==> config.mk <==
export PLATFORM = sky130hd
export DESIGN_NAME = inst_fetch_unit
export DESIGN_NICKNAME = d
export VERILOG_FILES = /design/src/rtl/fetch_pkg.sv /design/src/rtl/fetch_buffer.sv /design/src/rtl/inst_fetch_unit.sv
export SDC_FILE = /design/constraint.sdc
export NUM_CORES = 1
export LEC_CHECK = 0
export BUFFER_PORTS_ARGS = -buffer_cell sky130_fd_sc_hd__clkbuf_2
export CORE_MARGIN = 10
export CORE_UTILIZATION = 45
export DETAILED_ROUTE_END_ITERATION = 12
export PLACE_DENSITY = 0.77
export SYNTH_ARGS = -nofsm -noshare
export SYNTH_HDL_FRONTEND = slang
export SYNTH_SLANG_ARGS = --single-unit
==> constraint.sdc <==
create_clock -name i_clk -period 14.4 [get_ports i_clk]
set_clock_uncertainty 0.1 [all_clocks]
set_input_delay 0.72 -clock i_clk [delete_from_list [all_inputs] [get_ports i_clk]]
set_output_delay 0.72 -clock i_clk [all_outputs]
set_load 0.05 [all_outputs]
==> src/rtl/fetch_pkg.sv <==
// Shared fetch/decode definitions: fetch FSM states and instruction constants.
package fetch_pkg;

  typedef enum logic {
    FETCH = 1'b0,
    DRAIN = 1'b1
  } fetch_state_e;

  localparam logic [31:0] INST_NOP = 32'h0000_0013;
  localparam logic [31:0] PC_INC   = 32'd4;

  // Force a byte address onto a word boundary.
  function automatic logic [31:0] align_word(input logic [31:0] addr);
    return {addr[31:2], 2'b00};
  endfunction

endpackage

==> src/rtl/fetch_buffer.sv <==
// Two-entry FIFO with push/pop/flush. Used for returned {inst, pc} words and
// for the PCs of requests still in flight to instruction memory.
module fetch_buffer
  import fetch_pkg::*;
#(
  parameter int WIDTH = 64
) (
  input  logic             clk,
  input  logic             rst,
  input  logic             push,
  input  logic             pop,
  input  logic             flush,
  input  logic [WIDTH-1:0] din,
  output logic [WIDTH-1:0] head,
  output logic [1:0]       count
);

  logic [WIDTH-1:0] entry0_q, entry0_d;
  logic [WIDTH-1:0] entry1_q, entry1_d;
  logic [1:0]       count_q, count_d;

  // Entry 0 is always the head; entries shift forward on pop, flush wins over everything.
  always_comb begin
    entry0_d = entry0_q;
    entry1_d = entry1_q;
    count_d  = count_q;
    if (flush) begin
      count_d = 2'd0;
    end else if (push && pop && count_q != 2'd0) begin
      if (count_q == 2'd2) begin
        entry0_d = entry1_q;
        entry1_d = din;
      end else begin
        entry0_d = din;
      end
    end else if (pop) begin
      if (count_q != 2'd0) begin
        entry0_d = entry1_q;
        count_d  = count_q - 2'd1;
      end
    end else if (push && count_q != 2'd2) begin
      if (count_q == 2'd0) begin
        entry0_d = din;
      end else begin
        entry1_d = din;
      end
      count_d = count_q + 2'd1;
    end
  end

  // Storage and occupancy registers.
  always_ff @(posedge clk or posedge rst) begin
    if (rst) begin
      entry0_q <= '0;
      entry1_q <= '0;
      count_q  <= 2'd0;
    end else begin
      entry0_q <= entry0_d;
      entry1_q <= entry1_d;
      count_q  <= count_d;
    end
  end

  assign head  = entry0_q;
  assign count = count_q;

endmodule

==> src/rtl/inst_fetch_unit.sv <==
// Fetch stage: owns the PC, issues imem requests under a credit limit,
// buffers returned words with their PCs and redirects on taken branches,
// draining responses that belong to the abandoned path.
module inst_fetch_unit
  import fetch_pkg::*;
#(
  parameter logic [31:0] RESET_PC  = 32'h0000_0000,
  parameter int          MAX_OUTST = 2
) (
  input  logic        i_clk,
  input  logic        i_reset,
  output logic        o_imem_req_vld,
  output logic [31:0] o_imem_addr,
  input  logic        i_imem_req_rdy,
  input  logic        i_imem_rsp_vld,
  input  logic [31:0] i_imem_rsp_data,
  output logic        o_inst_vld,
  input  logic        i_inst_rdy,
  output logic [31:0] o_inst,
  output logic [31:0] o_pc,
  output logic [31:0] o_pc_four,
  input  logic        i_pc_sel,
  input  logic [31:0] i_alu_data,
  output logic        o_misalign
);

  fetch_state_e state_q, state_d;
  logic [31:0]  fetch_pc_q, fetch_pc_d;
  logic [1:0]   outst_q, outst_d;
  logic [1:0]   stale_q, stale_d;
  logic         misalign_q, misalign_d;

  logic [1:0]   buf_cnt;
  logic [1:0]   pc_cnt;
  logic [63:0]  buf_head;
  logic [31:0]  pc_head;
  logic [2:0]   credit_used;
  logic         issue;
  logic         rsp_ok;
  logic         accept;
  logic         redirect;
  logic         buf_push;

  // Handshake decode; request valid is held low while reset is asserted.
  always_comb begin
    credit_used    = {1'b0, outst_q} + {1'b0, buf_cnt};
    o_imem_req_vld = !i_reset && (state_q == FETCH) && (credit_used < 3'(MAX_OUTST));
    issue          = o_imem_req_vld && i_imem_req_rdy;
    rsp_ok         = i_imem_rsp_vld && (outst_q != 2'd0);
    accept         = o_inst_vld && i_inst_rdy;
    redirect       = accept && i_pc_sel;
  end

  // Next PC, credit/stale counters and FSM; the redirect cycle's traffic is old-path.
  always_comb begin
    state_d    = state_q;
    fetch_pc_d = fetch_pc_q;
    stale_d    = stale_q;
    misalign_d = 1'b0;
    buf_push   = 1'b0;
    outst_d    = outst_q + {1'b0, issue} - {1'b0, rsp_ok};
    if (issue) begin
      fetch_pc_d = fetch_pc_q + PC_INC;
    end
    if (rsp_ok) begin
      if (stale_q != 2'd0) begin
        stale_d = stale_q - 2'd1;
      end else if (state_q == FETCH && !redirect) begin
        buf_push = 1'b1;
      end
    end
    if (state_q == FETCH) begin
      if (redirect) begin
        fetch_pc_d = align_word(i_alu_data);
        stale_d    = outst_d;
        misalign_d = |i_alu_data[1:0];
        state_d    = (outst_d != 2'd0) ? DRAIN : FETCH;
      end
    end else begin
      if (stale_d == 2'd0) begin
        state_d = FETCH;
      end
    end
  end

  // State registers.
  always_ff @(posedge i_clk or posedge i_reset) begin
    if (i_reset) begin
      state_q    <= FETCH;
      fetch_pc_q <= RESET_PC;
      outst_q    <= 2'd0;
      stale_q    <= 2'd0;
      misalign_q <= 1'b0;
    end else begin
      state_q    <= state_d;
      fetch_pc_q <= fetch_pc_d;
      outst_q    <= outst_d;
      stale_q    <= stale_d;
      misalign_q <= misalign_d;
    end
  end

  fetch_buffer #(.WIDTH(32)) u_pc_fifo (
    .clk   (i_clk),
    .rst   (i_reset),
    .push  (issue),
    .pop   (rsp_ok),
    .flush (1'b0),
    .din   (fetch_pc_q),
    .head  (pc_head),
    .count (pc_cnt)
  );

  fetch_buffer #(.WIDTH(64)) u_inst_buf (
    .clk   (i_clk),
    .rst   (i_reset),
    .push  (buf_push),
    .pop   (accept),
    .flush (redirect),
    .din   ({i_imem_rsp_data, pc_head}),
    .head  (buf_head),
    .count (buf_cnt)
  );

  assign o_imem_addr = fetch_pc_q;
  assign o_inst_vld  = (buf_cnt != 2'd0);
  assign o_inst      = o_inst_vld ? buf_head[63:32] : INST_NOP;
  assign o_pc        = o_inst_vld ? buf_head[31:0] : RESET_PC;
  assign o_pc_four   = o_pc + PC_INC;
  assign o_misalign  = misalign_q;

  // Credits cover buffered words, so a kept response never lands on a full buffer.
  assert property (@(posedge i_clk) disable iff (i_reset) !(buf_push && buf_cnt == 2'd2));

  // The in-flight PC FIFO tracks the outstanding counter exactly.
  assert property (@(posedge i_clk) disable iff (i_reset) pc_cnt == outst_q);

endmodule

Yosys cells after proc, flatten, opt, wreduce, memory -nomap -nowiden

Cells that the tools add are included.
W data, S select, Z words.

Bits in registers: 234
Bits in latches: 0
RAM bits: 0
Bits in read-only memories: 0
Bits of input ports: 70
Memories: 0

Add/subtract/negate cells: 10
Multiply operators: 0
Divide/modulo/power cells: 0
Order comparisons: 1
Equal/unequal tests: 15
Shift operators: 0
Muxes and demuxes: 48
Bitwise operators: 3
Reduce and logical (&&, ||, !) cells: 38

Operators by type and width:

| operator                | number |
|---|---|
| $mux W64                | 11 |
| $mux W32                | 16 |
| $add A32 B3 Y32 const B | 2 |
| $mux W2                 | 12 |
| $reduce_bool A2 Y1      | 8 |
| $reduce_bool A3 Y1      | 5 |
| $logic_and A1 B1 Y1     | 13 |
| $ne A2 B2 Y1 const B    | 6 |
| $mux W1                 | 9 |
| $reduce_and A3 Y1       | 3 |
| $ne A2 B1 Y1 const B    | 4 |
| $reduce_and A4 Y1       | 2 |
| $logic_not A2 Y1        | 3 |
| $ne A3 B3 Y1 const B    | 2 |
| $sub A2 B1 Y2 const B   | 3 |
| $reduce_and A5 Y1       | 1 |
| $add A2 B1 Y2 const B   | 2 |
| $eq A2 B2 Y1 const B    | 2 |
| $add A2 B2 Y3           | 1 |
| $lt A3 B2 Y1 const B    | 1 |
| $ne A3 B1 Y1 const B    | 1 |
| $not A1 Y1              | 3 |
| $add A2 B1 Y2           | 1 |
| $logic_not A1 Y1        | 2 |
| other kinds (2)         | 2 |

Depth between registers and ports, before layout

Gate-level depths: netlist of run 1.

Depth in word-level cells: 13
Depth in mapped cells: 14
Depth with buffers taken out: 11

Modules after synthesis

A second synthesis of run 1 with hierarchy kept.

Cells, all modules: 953
Area, all modules: 11707.5 µm²

Modules (own cells, without submodules):

| module                    | times used | cells an instance | area each (µm²) | sequential area each (µm²) |
|---|---|---|---|---|
| fetch_buffer (u_inst_buf) | 1          | 361               | 5680.4          | 3253.1 |
| inst_fetch_unit           | 1          | 399               | 3078.0          | 900.9 |
| fetch_buffer (u_pc_fifo)  | 1          | 193               | 2949.1          | 1651.6 |

Worst setup path after synthesis of run 1

Ideal clock, no wire load.

Path kind: register to output
Start point: register u_inst_buf.count_q[1], in the netlist u_inst_buf.count[1]
End point: output port o_pc_four[16]
Data arrival time: 4209 ps
Data required time: 13580 ps
Slack: 9371 ps
Cell stages (with the launch flop): 13
Cells stage by stage: dfrtp_1 buf_4 nor2_4 inv_1 clkbuf_1 clkbuf_1 and2_1 ha_1 nand3_1 nor3b_1 nor4b_1 nand3_1 xnor2_1

Longest elaborated chain between the ends: 3

Ends and longest elaborated chain:

| element                | RTL line               | source |
|---|---|---|
| from (decl)            | fetch_buffer.sv:20     | `logic [1:0] count_q, count_d;` |
| from (signal assigned) | fetch_buffer.sv:60     | `count_q <= count_d;` |
| $reduce_bool A2 Y1     | inst_fetch_unit.sv:126 | `assign o_inst_vld = (buf_cnt != 2'd0);` |
| net o_inst_vld         | inst_fetch_unit.sv:17  | `output logic o_inst_vld,` |
| $mux W32               | inst_fetch_unit.sv:128 | `assign o_pc = o_inst_vld ? buf_head[31:0] : RESET_PC;` |
| net o_pc[3]            | inst_fetch_unit.sv:20  | `output logic [31:0] o_pc,` |
| $add A32 B3 Y32        | inst_fetch_unit.sv:129 | `assign o_pc_four = o_pc + PC_INC;` |
| to (decl)              | inst_fetch_unit.sv:21  | `output logic [31:0] o_pc_four,` |

The timed path passes the listed nets, and every way through them passes these cells.

Worst setup path after layout of run 1

Start point: register u_inst_buf.count_q[0], in the netlist u_inst_buf.count[0]
End point: output port o_pc_four[16]

Longest elaborated chain between the ends: 3

Ends and longest elaborated chain:

| element            | RTL line |
|---|---|
| $reduce_bool A2 Y1 | inst_fetch_unit.sv:126 |
| $mux W32           | inst_fetch_unit.sv:128 |
| $add A32 B3 Y32    | inst_fetch_unit.sv:129 |

Every way passes these cells.

==> summary.md, run 1 <==
| Metric | Value |
|---|---|
| Synth area leaders | dfrtp_1 51%, mux2_2 9.2%, nor2_1 4.3%, and2_1 3.4%, xnor2_1 3.2% |
| Synthesized area | between 10000 and 15000 um2 |
| Critical Path Sink Type | output pin |
| EDFF count, synth | 0 |
| Die Wd | 177 um |
| Area leader, netlist | dfrtp_1 |
| Post-synthesis cell type count | 57 |
| Max Fanout on Critical Path | 13 |
| Number of hold violations in the final report | 0 |
| Multiplexer share of the synthesized area | approximately an eighth |
| Synth Area in Compound Gates | 11.1% |
| Post-cts sizing count | 0 |
| Max-Cap Viols | 0 |
| Main combinational cell family by area after synthesis | simple AND/OR/NAND/NOR gates |
| Routed vias/inst | 5.50 |
| GRT Total Usage | 18.6% |
| Post-synthesis adder-cell area fraction | 0.747% |
| DR DRC count | 0 |
| CP cell instances | o21ai_0 > inv_1 > ha_1 > nand3_1 > nor3b_1 > nor4b_1 > nand3_1 > xnor2_1 > clkbuf_2 |
| FILL cells | between 2000 and 2500 |
| DR vias | 8690 |
| Fin nets | approximately 1300 |
| Hold_buf cts | 0 |
| Root Buffer | clkbuf_16 |
| Synth top area share | between 50% and 60% |
| CTS Buf Count | 24 |
| CTS tree | built |
| Final wirelength | 30000 um |
| Outcome | finished clean |
| CP max stage delay | between 700 and 800 ps |
| Router iterations before antenna repair | 5 |
| XOR/XNOR Fraction of Synth Area | under 10% |
| Std cell rows | between 50 and 60 |
| Largest net degree at the start of global routing | ~150 |
| Critical setup path kind | register to output pin |
| Post-synthesis sequential area ratio | approximately half |
| Mapped Cells | approximately 1100 |
| Final period utilization | around a third |
| Max frequency | 210 MHz |
| Initial antenna violation count | 0 |
| Grt ovf | 0 |
| Routed len/inst | 19.0 um |
| Most numerous cell in the Yosys netlist | dfrtp_1 |
| Crit path buffers/inverters | 2 |
| CP required | between 10000 and 15000 ps |
| Ys flop type | dfrtp_1 |
| Die area | ~31000 um2 |
| Initial Util | between 40% and 50% |
| Top cell by count, worst path | nand3_1 |
| DIE HEIGHT | 177 um |
| Synth-to-Final Area Change | 18.4% |
| CORE AREA | 24200 um2 |
| Seq cells post-synth | 224 |
| Postcts setup bufs | 0 |
| CP Launch Type | register |
| CTS Sinks | approximately 220 |
| Crit-path leading delay family | simple AND/OR/NAND/NOR gates |
| Setup TNS | 0 ps |
| Routability cong. | 0.880 |
| Routed Antenna Nets | 0 |
| Tmin final | between 4000 and 5000 ps |
| Least-Margin Pin Slew | around 1100 ps |
| WP data arrival | about 4000 ps |
| Vias in the first global route | just under 9000 |
| Initial DRC Count | between 800 and 900 |
| Setup violations, final | 0 |
| IO Count | around 200 |
| Yosys warning total | 0 |
| Hold Crit Class | primary input to register |
| CP max-delay cell | nor4b_1 |
| Relative slew slack | between 20% and 30% |
| Worst skew pair latency | 540 ps |
| H-tree depth | 1 |
| Top cells by count, synth | 224 x dfrtp_1, 128 x nor2_1, 90 x mux2_2 |
| Hpwl dp | roughly 21000 um |
| Syn avg cell area | roughly 10 um2 |
| Asr flop ratio synth | 100% |
| Longest Clk Path Bufs | 3 |
| Layout cell share with drive strength beyond 1 | 29.6% |
| Port Buffer Count | between 150 and 200 |
| RSZ-0062 raised after global routing | false |
| Slew Limit Fails | 0 |
| Post-synthesis simple-gate area fraction | roughly 17% |
| First-pass GRT wire length | 47400 um |
| Ant diodes | 0 |
| Reg clk slew, reported paths | 60 ps |
-- layer usage --
layer / global-route usage [%] / part of all wire, % / vias to the layer above
li1: - / - / 4055
met5: 0 / 0 / -
met2: 30.3 / 47 / 312
met1: 24.4 / 44 / 4284
met4: 4.87 / 2.0 / 0
met3: 4.10 / 7.0 / 39
-- registers in the layout, summed over array words and instances (netlist names) --
name and count:
o_imem_addr 30, u_pc_fifo.count 2, u_pc_fifo.entry1_q 30, u_inst_buf.count 2, u_inst_buf.head 62, u_pc_fifo.head 30, o_misalign 1, state_q 1
u_inst_buf.entry1_q 62, stale_q 2, outst_q 2
-- cell families (layout without fill, tap and decap cells) --
logic type | Yosys count | count (layout)
muxes | 125 | 125
and+or+nand+nor | 365 | 365
buffers and inverters | 91 | 268
AOI/OAI and AO/OA | 203 | 203
other | 1 | 6
adders and majority gates | 6 | 6
DFF | 224 | 224
xor gates and xnor gates | 58 | 58
-- through the flow --
step	hold slack, ps	area (um2)	setup slack [ps]	instances	util, %
6_report	290	13100	9630	1579	54.0
5_1_grt	292	13100	9410	1579	54.0
4_1_cts	277	13100	9710	1579	54.0
3_5_place_dp	378	12200	10270	1535	50.5
3_3_place_gp	367	12200	10410	1535	50.5
2_1_floorplan	342	11100	7450	1078	-
-- worst paths after layout --
| kind | from | endpoint | slack (ps) | cells past startpoint |
|---|---|---|---|---|
| hold reg to reg | u_inst_buf.head[56]$_DFFE_PP0P_ | u_inst_buf.head[56]$_DFFE_PP0P_ | 390 | 2 |
| min in group asynchronous | i_reset | u_pc_fifo.count[0]$_DFFE_PP0P_ | 370 | 2 |
| setup reg to reg | u_inst_buf.count[0]$_DFFE_PP0P_ | u_pc_fifo.entry1_q[29]$_DFFE_PP0P_ | 10190 | 10 |
| hold / removal | i_alu_data[9] | o_imem_addr[9]$_DFF_PP0_ | 290 | 3 |
| setup / recovery | u_inst_buf.count[0]$_DFFE_PP0P_ | o_pc_four[16] | 9630 | 9 |
| max in group asynchronous | i_reset | u_inst_buf.head[54]$_DFFE_PP0P_ | 12190 | 3 |
-- final cells by class --
cell class | count | area (um2) | area share (%)
timing repair buffer | 206 | 1060 | 8.10
inverter | 18 | 75.1 | 0.573
clock inverter | 16 | 211 | 1.61
tap | 324 | 405 | 3.09
sequential | 224 | 5610 | 42.8
clock buffer | 28 | 656 | 5.00
multi-input combinational | 763 | 5090 | 38.8
-- worst min-delay path, delay by kind of cell --
kind            cells  cell delay, ps
simple gates        1              40
compound gates      1              50
buf+inv             1              80
-- layout by cell type (no fill, tap or decap), types with 5 or more instances in the layout --
cell and count:
buf_4 12, clkinv_2 9, mux2i_1 32, mux2_2 90
a22oi_1 21, nand4_1 9, o21ai_1 16, conb_1 6
a21oi_1 46, inv_1 15, and4_1 5, o21ai_0 45
nor4_1 5, o22ai_1 34, nand2_1 87, clkbuf_16 24
nor4_2 6, xnor2_1 40, nor2_1 128, nor3_1 15
dfrtp_1 224, a21o_1 21, and2_1 60, nand3_1 18
xor2_1 18, ha_1 5, clkbuf_2 194, and3_1 7
Power of run 1 is left out: the tool's default activity adds up to more than one toggle a clock period on the data nets, which glitch-free logic cannot reach.
==> run 2: changes to the inputs <==
--- a/config.mk
+++ b/config.mk
@@ -9,7 +9,7 @@
 export CORE_MARGIN = 10
 export CORE_UTILIZATION = 45
 export DETAILED_ROUTE_END_ITERATION = 12
-export PLACE_DENSITY = 0.77
+export PLACE_DENSITY = 0.79
 export SYNTH_ARGS = -nofsm -noshare
 export SYNTH_HDL_FRONTEND = slang
 export SYNTH_SLANG_ARGS = --single-unit
==> constraint.sdc (replaced) <==
create_clock -name i_clk -period 3.9 [get_ports i_clk]
set_clock_uncertainty 0.1 [all_clocks]
set_input_delay 0.195 -clock i_clk [delete_from_list [all_inputs] [get_ports i_clk]]
set_output_delay 0.195 -clock i_clk [all_outputs]
set_load 0.05 [all_outputs]
==> run 2 against run 1 <==
  * Clock-buffer cell count increased by 5
  * Final area increased by 7.0%
  * First-iteration DRC count increased by 3.5%
  * Die area unchanged
  * Via count increased by 4.9%
  * Sequential share of layout area decreased by 2.8 points
  * Final cell count increased by 4.6%
  * Non-clock buffer count increased by 77
  * Wire length increased by 6.2%
  * Sequential cell count unchanged
  * Setup slack got worse by 9300 ps
==> summary.md, run 2 (synthesis results as in run 1) <==
| Metric | Value |
|---|---|
| Outcome | finished clean (unchanged) |
| First-pass GRT wire length | 50900 um (was 47400 um) |
| Initial DRC Count | 838 (was 810) |
| FILL cells | 1982 (was 2132) |
| GRT Total Usage | 19.9% (was 18.6%) |
| Max frequency | 282 MHz |
| Reg clk slew, reported paths | 60 ps (about the same) |
| Port Buffer Count | 194 (unchanged) |
| Final period utilization | just over 90% |
| Tmin final | ~3500 ps |
| DR DRC count | 0 (unchanged) |
| Commonest non-fill, non-tap cell in the layout | dfrtp_1 (unchanged) |
| CORE AREA | 24200 um2 (unchanged) |
| Cells on Worst Hold Path | 4 (was 3) |
| Relative slew slack | 38.9% (was 24.8%) |
| Router iterations before antenna repair | 6 (was 5) |
| WP data arrival | 3250 ps (was 3950 ps) |
| CP max-delay cell | nor4_2 (was nor4b_1) |
| Die area | 31300 um2 (unchanged) |
| CTS Buf Count | 23 (was 24) |
| Root Buffer | clkbuf_16 (unchanged) |
| CTS Sinks | 224 (unchanged) |
| Area of the multi-input gates | 5140 um2 (was 5090 um2) |
| Routed len/inst | 19.3 um (was 19.0 um) |
| Layout cell share with drive strength beyond 1 | 28.6% (was 29.6%) |
| RSZ-0062 raised after global routing | false (unchanged) |
| Synth-to-Final Area Change | 26.8% (was 18.4%) |
| Die Wd | 177 um (unchanged) |
| Std cell rows | 57 (unchanged) |
| Worst-case hold slack | 65.2 ps (was 290 ps) |
| Hold Crit Class | primary input to register (unchanged) |
| Longest Clk Path Bufs | 3 (unchanged) |
| Hpwl dp | 21600 um (was 20800 um) |
| Worst reg2reg path depth | 10 (unchanged) |
| Setup TNS | 0 ps (unchanged) |
| Slew Limit Fails | 0 (unchanged) |
| Routability cong. | 0.855 (was 0.880) |
| Setup violations, final | 0 (unchanged) |
| IO Count | 201 (unchanged) |
| Critical Path Sink Type | output pin (unchanged) |
| Least-Margin Pin Slew | 917 ps (was 1130 ps) |
| H-tree depth | 1 (unchanged) |
| Postcts setup bufs | 0 (unchanged) |
| WP depth | 12 (was 9) |
| CP max stage delay | 420 ps (was 770 ps) |
| Max-Cap Viols | 0 (unchanged) |
| DR vias | 9116 (was 8690) |
| Number of hold violations in the final report | 0 (unchanged) |
| Critical setup path kind | register to output pin (unchanged) |
| Crit path buffers/inverters | 4 (was 2) |
| Initial Util | 45.6% (unchanged) |
| Fin nets | 1389 (was 1313) |
| Vias in the first global route | 9426 (was 8753) |
| CP required | 3610 ps (was 13580 ps) |
| Register Area | 5610 um2 (unchanged) |
| Worst skew pair latency | 510 ps (was 540 ps) |
| Routed Antenna Nets | 0 (unchanged) |
| Largest net degree at the start of global routing | 164 (was 145) |
| R2R Setup Slk | 590 ps (was 10190 ps) |
| CTS tree | built (unchanged) |
| Crit-path leading delay family | simple AND/OR/NAND/NOR gates (unchanged) |
| CP cell instances | buf_4 > nor2_4 > clkinv_1 > and2_2 > ha_1 > nand3_1 > nor3b_1 > buf_4 > nand3_1 > nor4_2 > xor2_2 > buf_12 (was o21ai_0 > inv_1 > ha_1 > nand3_1 > nor3b_1 > nor4b_1 > nand3_1 > xnor2_1 > clkbuf_2) |
| Grt ovf | 0 (unchanged) |
| Final wirelength | 31800 um (was 30000 um) |
| Max Fanout on Critical Path | 12 (was 13) |
| Commonest non-fill, non-tap cells in the layout | 224 x dfrtp_1, 181 x clkbuf_2, 128 x nor2_1, 90 x mux2_2, 86 x nand2_1 (was 224 x dfrtp_1, 194 x clkbuf_2, 128 x nor2_1, 90 x mux2_2, 87 x nand2_1) |
| Routed vias/inst | 5.52 (was 5.50) |
| CP Launch Type | register (unchanged) |
| Initial antenna violation count | 1 (was 0) |
| DIE HEIGHT | 177 um (unchanged) |
-- run 2: routing by layer --
metal,vias up,GRT usage [%],part of all wire (%)
li1,4199,-,-
met1,4458,25.3,42
met2,384,33.5,48
met3,75,3.86,7.4
met4,0,6.73,3.3
met5,-,0,0
-- run 2: cell type report --
type                       count  area share, %
sequential                   224           40.0
multi-input combinational    763           36.6
timing repair buffer         283           14.6
clock buffer                  33           4.73
tap                          324           2.89
clock inverter                 6          0.625
inverter                      18          0.509
antenna                        1         0.0178
-- run 2: repair_timing --
action,CTS,global route
hold endpoints to repair,284,0
gates resized for setup,0,2
hold buffers,66,0
endpoints found under the setup margin,0,2
-- run 2: worst min-delay path: stages --
cell and delay, ps:
clkbuf_2 200, o31ai_1 110, nand2_1 60, nand2_1 60
-- run 2: final timing paths --
path | from | end
max in group asynchronous | i_reset | u_pc_fifo.entry1_q[20]$_DFFE_PP0P_
setup / recovery | u_inst_buf.count[0]$_DFFE_PP0P_ | o_pc_four[28]
min in group asynchronous | i_reset | u_inst_buf.head[8]$_DFFE_PP0P_
hold / removal | i_inst_rdy | u_inst_buf.count[1]$_DFFE_PP0P_
hold reg to reg | u_inst_buf.head[56]$_DFFE_PP0P_ | u_inst_buf.head[56]$_DFFE_PP0P_
setup reg to reg | outst_q[0]$_DFF_PP0_ | u_pc_fifo.head[20]$_DFFE_PP0P_
-- run 2: through the flow --
stage	utilization, %	setup WS (ps)	std cells	instance area [um2]
2_1_floorplan	-	0.0120	1078	11100
3_3_place_gp	51.9	722	1546	12600
3_5_place_dp	51.9	602	1546	12600
4_1_cts	57.8	194	1651	14000
5_1_grt	57.8	86.8	1651	14000
6_report	57.8	355	1652	14000
Power of run 2 is left out for the same reason.
==> run 3: changes to the inputs <==
--- a/config.mk
+++ b/config.mk
@@ -6,9 +6,11 @@
 export NUM_CORES = 1
 export LEC_CHECK = 0
 export BUFFER_PORTS_ARGS = -buffer_cell sky130_fd_sc_hd__clkbuf_2
+export CORE_ASPECT_RATIO = 0.7
 export CORE_MARGIN = 10
 export CORE_UTILIZATION = 45
 export DETAILED_ROUTE_END_ITERATION = 12
+export GPL_TIMING_DRIVEN = 0
 export PLACE_DENSITY = 0.79
 export SYNTH_ARGS = -nofsm -noshare
 export SYNTH_HDL_FRONTEND = slang
==> run 3 against run 2 <==
  * Final cell count is 3.3% higher
  * Sequential cell count stayed put
  * Final area is 1.5% higher
  * Via count is 4.1% higher
  * Utilization is 1.6 points higher
  * Largest cell class unchanged
==> summary.md, run 3 (synthesis results as in run 1) <==
| Metric | Value |
|---|---|
| Max frequency | 267 MHz (was 282 MHz) |
| Fin nets | 1447 (was 1389) |
| Hpwl dp | 24500 um (was 21600 um) |
| DIE HEIGHT | 151 um (was 177 um) |
| Critical setup path kind | register to register (was register to output pin) |
| Routed Antenna Nets | 0 (unchanged) |
| Die area | 31400 um2 (was 31300 um2) |
| Grt ovf | 0 (unchanged) |
| Tmin final | 3750 ps (was 3550 ps) |
| CP required | 4190 ps (was 3610 ps) |
| Root Buffer | clkbuf_16 (unchanged) |
| Slew Limit Fails | 0 (unchanged) |
| Initial Util | 46.2% (was 45.6%) |
| CP Launch Type | register (unchanged) |
| Hold Crit Class | primary input to register (unchanged) |
| Commonest non-fill, non-tap cell in the layout | dfrtp_1 (unchanged) |
| CTS tree | built (unchanged) |
| Util after Layout | 59.5% (was 57.8%) |
| Routed vias/inst | 5.56 (was 5.52) |
| Largest net degree at the start of global routing | 41 (was 164) |
| Routed len/inst | 19.9 um (was 19.3 um) |
| Std cell rows | 47 (was 57) |
| Initial DRC Count | 787 (was 838) |
| Worst skew pair latency | 510 ps (about the same) |
| IO Count | 201 (unchanged) |
| Initial antenna violation count | 2 (was 1) |
| Reg clk slew, reported paths | 60 ps (about the same) |
| Least-Margin Pin Slew | 918 ps (was 917 ps) |
| CTS Buf Count | 23 (unchanged) |
| GRT Total Usage | 20.9% (was 19.9%) |
| RSZ-0062 raised after global routing | false (unchanged) |
| CORE AREA | 23900 um2 (was 24200 um2) |
| Routability cong. | 0.890 (was 0.855) |
| Setup violations, final | 0 (unchanged) |
| First-pass GRT wire length | 53500 um (was 50900 um) |
| Final wirelength | 34000 um (was 31800 um) |
| Vias in the first global route | 9761 (was 9426) |
| Synth-to-Final Area Change | 28.6% (was 26.8%) |
| Critical Path Sink Type | register (was output pin) |
| Outcome | finished clean (unchanged) |
| Die Wd | 207 um (was 177 um) |
| H-tree depth | 1 (unchanged) |
| DR DRC count | 0 (unchanged) |
| Number of hold violations in the final report | 0 (unchanged) |
| Max-Cap Viols | 0 (unchanged) |
| Max Fanout on Critical Path | 10 (was 12) |
| Port Buffer Count | 193 (was 194) |
| CTS Sinks | 224 (unchanged) |
| DR vias | 9494 (was 9116) |
| Final period utilization | 96.1% (was 90.9%) |
| Layout cell share with drive strength beyond 1 | 29.0% (was 28.6%) |
| Router iterations before antenna repair | 5 (was 6) |
| Longest Clk Path Bufs | 3 (unchanged) |
| WP data arrival | 4040 ps (was 3250 ps) |
| Relative slew slack | 38.2% (was 38.9%) |
| Commonest non-fill, non-tap cells in the layout | 224 x dfrtp_1, 188 x clkbuf_2, 128 x nor2_1, 90 x mux2_2, 87 x nand2_1 (was 224 x dfrtp_1, 181 x clkbuf_2, 128 x nor2_1, 90 x mux2_2, 86 x nand2_1) |
run 3: worst paths after layout:
path | from | endpoint | slack [ps] | cells past startpoint
max | u_inst_buf.count[0]$_DFFE_PP0P_ | u_pc_fifo.head[31]$_DFFE_PP0P_ | 150 | 13
min | i_inst_rdy | u_inst_buf.count[1]$_DFFE_PP0P_ | 10 | 4
max reg2reg | u_inst_buf.count[0]$_DFFE_PP0P_ | u_pc_fifo.head[31]$_DFFE_PP0P_ | 150 | 13
min reg2reg | u_pc_fifo.entry1_q[12]$_DFFE_PP0P_ | u_pc_fifo.entry1_q[12]$_DFFE_PP0P_ | 390 | 1
max in group asynchronous | i_reset | u_inst_buf.head[34]$_DFFE_PP0P_ | 2280 | 6
min in group asynchronous | i_reset | u_inst_buf.entry1_q[6]$_DFFE_PP0P_ | 300 | 3
run 3: through the flow:
stage	std cells	setup WS [ps]	setup TNS, ps	hold slack, ps	cell area, um2
finish	1707	154	0	12.0	14200
global route	1706	5.42	0	54.5	14200
CTS	1707	11.0	0	12.8	14200
detailed placement	1595	-851	-8360	278	12600
global placement	1589	-756	-165540	300	12500
floorplan	1078	0.0120	0	212	11100
run 3: layer usage:
metal | vias to the layer above | wire length, um | global-route usage [%]
met4 | 0 | 899 | 6.15
met1 | 4746 | 15000 | 28.0
met2 | 364 | 15700 | 33.6
met5 | - | 0 | 0
met3 | 73 | 2480 | 4.63
li1 | 4311 | - | -
run 3: cell type report:
| type | count | area, um2 |
|---|---|---|
| Inverter | 18 | 71.3 |
| Clock buffer | 29 | 628 |
| Clock inverter | 13 | 201 |
| Fill cell | 1992 | 9700 |
| Buffer | 72 | 368 |
| Sequential cell | 224 | 5610 |
| Multi-Input combinational cell | 763 | 5160 |
| Tap cell | 318 | 398 |
| Antenna cell | 1 | 2.50 |
| Timing Repair Buffer | 269 | 1790 |
run 3: worst max-delay path, stage by stage (launching register included):
cell,delay (ps)
dfrtp_1,430
buf_4,210
and2_1,160
fa_1,410
nor4_4,430
nand2_2,210
inv_1,130
ha_1,140
clkbuf_1,270
a22o_1,190
clkbuf_1,190
clkbuf_4,290
mux2i_1,350
a21oi_1,110
run 3: what timing repair did:
action	4_1_cts	5_1_grt
setup endpoints to repair	51	10
hold buffers	66	0
pin swaps	4	2
setup buffers	4	0
hold endpoints to repair	121	0
gates resized for setup	16	8
Power of run 3 is left out for the same reason.
